`config.mk`:
```
export PLATFORM = sky130hd
export DESIGN_NAME = serial_frame_rx
export DESIGN_NICKNAME = d
export VERILOG_FILES = /design/src/rtl/serial_pkg.sv /design/src/rtl/serial_frame_rx_hold.sv /design/src/rtl/serial_frame_rx.sv
export SDC_FILE = /design/constraint.sdc
export NUM_CORES = 1
export LEC_CHECK = 0
export BUFFER_PORTS_ARGS = -buffer_cell sky130_fd_sc_hd__buf_2
export CORE_MARGIN = 2
export CORE_UTILIZATION = 48
export DETAILED_ROUTE_END_ITERATION = 16
export GPL_TIMING_DRIVEN = 0
export HOLD_SLACK_MARGIN = 0.03
export PLACE_DENSITY = 0.72
export SYNTH_ARGS = -nofsm -noshare
export SYNTH_HDL_FRONTEND = slang
export SYNTH_SLANG_ARGS = --single-unit
export TNS_END_PERCENT = 5
```
`constraint.sdc`:
```
create_clock -name clk -period 1.15 [get_ports clk]
set_input_delay 0.23 -clock clk [delete_from_list [all_inputs] [get_ports clk]]
set_output_delay 0.23 -clock clk [all_outputs]
set_load 0.03 [all_outputs]
```
`src/rtl/serial_pkg.sv`:
```
// serial_pkg: FSM state encoding and frame-length constants shared by serial receiver/transmitter
// Optional feature macro: SERIAL_FRAME_RX_PARITY_EN adds the PARITY state and one parity bit per frame.
package serial_pkg;
   typedef enum logic [1:0] {
      IDLE,
      DATA,
`ifdef SERIAL_FRAME_RX_PARITY_EN
      PARITY,
`endif
      STOP
   } state_t;
   localparam int START_BITS = 1;
   localparam int STOP_BITS = 1;
`ifdef SERIAL_FRAME_RX_PARITY_EN
   localparam int PARITY_BITS = 1;
`else
   localparam int PARITY_BITS = 0;
`endif
   function automatic int frame_len(input int data_w);
      return START_BITS + data_w + PARITY_BITS + STOP_BITS;
   endfunction
endpackage

```
`src/rtl/serial_frame_rx_hold.sv`:
```
// serial_frame_rx_hold: output holding register with valid/ready handshake and sticky overrun
// Ports: clk, rst (async, active-high); load/load_data = good frame word; data_ready = consumer accept;
//        data_out/data_valid = held word; overrun = good frame arrived while the word was unconsumed.
module serial_frame_rx_hold #(
   parameter int DATA_W = 8
) (
   input  logic              clk,
   input  logic              rst,
   input  logic              load,
   input  logic [DATA_W-1:0] load_data,
   input  logic              data_ready,
   output logic [DATA_W-1:0] data_out,
   output logic              data_valid,
   output logic              overrun
);
   logic take;
   assign take = data_valid && data_ready;
   always_ff @(posedge clk or posedge rst)
      if (rst) begin
         data_out <= '0;
         data_valid <= 1'b0;
         overrun <= 1'b0;
      end else begin
         if (load && (!data_valid || take)) begin
            data_out <= load_data;
            data_valid <= 1'b1;
         end else if (take) data_valid <= 1'b0;
         if (load && data_valid && !data_ready) overrun <= 1'b1;
      end
endmodule

```
`src/rtl/serial_frame_rx.sv`:
```
// serial_frame_rx: one-bit-per-clock serial frame receiver (start, DATA_W bits LSB-first, [parity], stop)
// Ports: clk, rst (async, active-high); serial_in = line; data_out/data_valid/data_ready = output handshake;
//        frame_err = one-cycle pulse on bad stop/parity; overrun = sticky dropped-word flag.
// Optional feature macro: SERIAL_FRAME_RX_PARITY_EN enables an even-parity bit after the data bits.
module serial_frame_rx
   import serial_pkg::*;
#(
   parameter int   DATA_W   = 8,
   parameter logic IDLE_LVL = 1'b0
) (
   input  logic              clk,
   input  logic              rst,
   input  logic              serial_in,
   output logic [DATA_W-1:0] data_out,
   output logic              data_valid,
   input  logic              data_ready,
   output logic              frame_err,
   output logic              overrun
);
   localparam int CNT_W = $clog2(DATA_W + 1);
   state_t state, state_nx;
   logic [DATA_W-1:0] shreg;
   logic [CNT_W-1:0] cnt;
   logic good, bad, frame_ok;
`ifdef SERIAL_FRAME_RX_PARITY_EN
   logic pbit;
   // even parity: data bits XOR parity bit must be zero
   assign frame_ok = (serial_in == IDLE_LVL) && !(^shreg ^ pbit);
`else
   assign frame_ok = serial_in == IDLE_LVL;
`endif
   always_ff @(posedge clk or posedge rst)
      if (rst) begin
         state <= IDLE;
         shreg <= '0;
         cnt <= '0;
         frame_err <= 1'b0;
`ifdef SERIAL_FRAME_RX_PARITY_EN
         pbit <= 1'b0;
`endif
      end else begin
         state <= state_nx;
         frame_err <= bad;
         if (state == IDLE) cnt <= '0;
         else if (state == DATA) cnt <= cnt + 1'b1;
         if (state == DATA) shreg <= {serial_in, shreg[DATA_W-1:1]};
`ifdef SERIAL_FRAME_RX_PARITY_EN
         if (state == PARITY) pbit <= serial_in;
`endif
      end
   always_comb begin
      state_nx = state;
      good = 1'b0;
      bad = 1'b0;
      case (state)
         IDLE: state_nx = (serial_in != IDLE_LVL) ? DATA : IDLE;
`ifdef SERIAL_FRAME_RX_PARITY_EN
         DATA: state_nx = (cnt == CNT_W'(DATA_W - 1)) ? PARITY : DATA;
         PARITY: state_nx = STOP;
`else
         DATA: state_nx = (cnt == CNT_W'(DATA_W - 1)) ? STOP : DATA;
`endif
         STOP: begin
            state_nx = IDLE;
            good = frame_ok;
            bad = !frame_ok;
         end
         default: state_nx = IDLE;
      endcase
   end
   serial_frame_rx_hold #(.DATA_W(DATA_W)) u_hold (
      .clk(clk),
      .rst(rst),
      .load(good),
      .load_data(shreg),
      .data_ready(data_ready),
      .data_out(data_out),
      .data_valid(data_valid),
      .overrun(overrun)
   );
endmodule

```
==> out/metrics.cfg <==
[logic_synthesis]
syn_avg_cell_area_um2=11.40
seq_area_frac_synth=0.6234
ys_warn_count=0
ys_ff_latch=25
synth_area_leader_cell=dfrtp_1
synth_fp_nets=93
synth_cell_types=18
netlist_instances=88
synth_top_area_frac=0.6234
netlist_area_um2=1003
synthTopCellsByArea=dfrtp_1 62%, nand2_1 10%, mux2_2 9.0%, o21ai_0 3.0%, and4b_1 2.0%

[drt]
drc_errors=0
wl_met1_um=776
ant_nets=0
dr.pass1.iters=5
highest_layer=met4
first_iter_violations=5
vias=685
wl_um=1656
met2_length_um=794
routedWlPerCell_um=11.91
post_drt_via_cell_ratio=4.928
dr_wl_met3_um=68

[pwr]
power.density_nw_per_um2=2310
p_leak_nw=0.6808
vdd_drop_max_v=0.001300

[critical_path]
worstPathArrival_ns=1.47
crit_family=flip-flops
crit_required_ns=1.36
crit_buf_inv=0
cp_cell_sequence=nand2b_4 > nand3b_4 > mux2_4
start_kind=register
end_kind=register
crit_type=reg -> reg
worst_path_max_delay_cell=dfrtp_2
max_stage_delay_ns=0.43
crit_path_max_fanout=8

[clock_tree]
root_buffer=clkbuf_4
cts-buffers-inserted=3
cts.sinks=25
cts_tree=built
path_clk_slew_ns=0.14
clkLatencyLatePin_ns=0.32
cts_max_level=1
clock_path_buffers=2

[timing]
fin_crit_sh=1.100
tightest_slew_ns=0.8932
post-route-min-period_ns=1.265
setup_viol=9
rsz0062_at_grt=true
timing.slew.headroom=0.4039
fin_skew_ns=0.01043
fin_ws_ns=-0.1154
maxSlewViolCount=0
clock.fmax_mhz=790.3
hold_violations=0

[cells_and_area]
n_antenna_cell=0
final_layout_size_suffix_gt1_frac=0.3661
area_growth_pct=24.19
fin_area_um2=1246
fin_util=0.6352
fin_nets=118

[global_route]
grt_max_degree=26
antenna_found_initial=0
grt-ovfl-total=0
grt_pass1_wl_um=2904
grt_pass1_vias=651
gr-usage-all-layers=0.1546

[die]
rows=16
die_w_um=49.72
core_um2=1962
dieHeight_um=49.72
die_area_um2=2472
initial_core_util=0.5115
pin_count=15

[status]
status=finished, violations left
violations=negative setup slack

[worst_hold_path]
hold_class=in -> async

[placed_design]
hpwl_um=1078
placed_area_um2=1117
gp_congestion=0.7599
io_buffer_count=14

[job]
cap_violations=0

-- per-layer routing --
metal / track usage / vias to the layer above
met5: 0 / -
met4: 0.04167 / 0
met3: 0.01818 / 2
met2: 0.2622 / 18
met1: 0.2101 / 327
li1: - / 338
-- layout make-up --
cell class	count	area [µm²]
Fill cell	167	715.7
Sequential cell	25	628.1
Multi-Input combinational cell	57	391.6
Timing Repair Buffer	20	118.9
Tap cell	27	33.78
Buffer	3	32.53
Clock buffer	3	22.52
Inverter	3	11.26
Clock inverter	1	7.507
-- repair_timing --
item                                    CTS  global route
endpoints found under the setup margin    8            30
gates resized for setup                  15             2
pin swaps                                 0             0
setup buffers                             5             1
hold buffers                              0             0
-- worst paths after layout --
path	from	to	slack (ns)	depth (start not counted)
setup / recovery	state[0]	u_hold.data_out[0]	-0.12	3
max in group asynchronous	rst	u_hold.data_valid	0.46	2
hold reg to reg	u_hold.overrun	u_hold.overrun	0.48	2
min in group clk	serial_in	u_hold.overrun	0.13	2
setup reg to reg	state[0]	u_hold.data_out[0]	-0.12	3
hold / removal	rst	shreg[4]	0.08	2
-- report_power, final --
part	internal, mW	leakage (nW)	switching, mW
combinational	0.490	0.350	0.582
sequential	1.20	0.317	0.217
clock	0.133	0.0139	0.261
-- state kept, by name, summed over array words and instances, names as in the netlist --
signal	flops
u_hold.data_valid	1
shreg	8
cnt	4
u_hold.data_out	8
frame_err	1
state	2
u_hold.overrun	1
-- kinds of logic (layout without fill, tap and decap cells) --
| group | after synthesis | after routing | share of synthesized area |
|---|---|---|---|
| flops | 25 | 25 | 0.6234 |
| mux | 8 | 8 | 0.08978 |
| buf+inv | 6 | 30 | 0.02618 |
| simple gates | 40 | 40 | 0.2020 |
| compound gates | 8 | 8 | 0.04614 |
| fa+ha+maj | 1 | 1 | 0.01247 |
-- cells in the mapped netlist --
cell type / n
buf_2: 2
nand3_1: 2
mux2_2: 8
o311ai_1: 1
nor3_1: 1
dfrtp_1: 25
nand2_1: 27
and4b_1: 2
inv_1: 3
nor2_1: 2
nand3b_4: 1
nor2b_1: 2
nand2b_1: 2
nand2b_4: 1
o21ai_0: 6
clkbuf_2: 1
ha_1: 1
o31ai_1: 1
-- per-stage QoR --
step | hold slack [ns] | power, mW | setup WS, ns | setup TNS [ns] | std cells
4_1_cts | 0.1060 | 2.894 | -0.1235 | -0.8743 | 138
5_1_grt | 0.1338 | 3.112 | -0.1445 | -1.529 | 139
2_1_floorplan | 0.2573 | 2.077 | -0.03659 | -0.2927 | 88
6_report | 0.07553 | 2.878 | -0.1154 | -0.8044 | 139
3_5_place_dp | 0.4488 | 2.330 | -0.1573 | -1.160 | 129
3_3_place_gp | 0.4447 | 2.289 | -0.1396 | -1.098 | 129
-- cells in the final DEF (no fill, tap or decap) --
cell type	instances
nand2_1	27
dfrtp_1	23
buf_2	14
mux2_4	8
buf_4	6
o21ai_0	4
inv_1	3
clkbuf_4	3
nand2b_4	2
buf_6	2
o21ai_1	2
nor2b_1	2
nand3_1	2
and4b_1	2
nor2_1	2
dfrtp_2	2
clkbuf_8	1
nand2b_1	1
nand3b_4	1
o31ai_1	1
o311ai_1	1
nor3_1	1
ha_2	1
clkinvlp_4	1
Power figures use the tool's default switching activity.
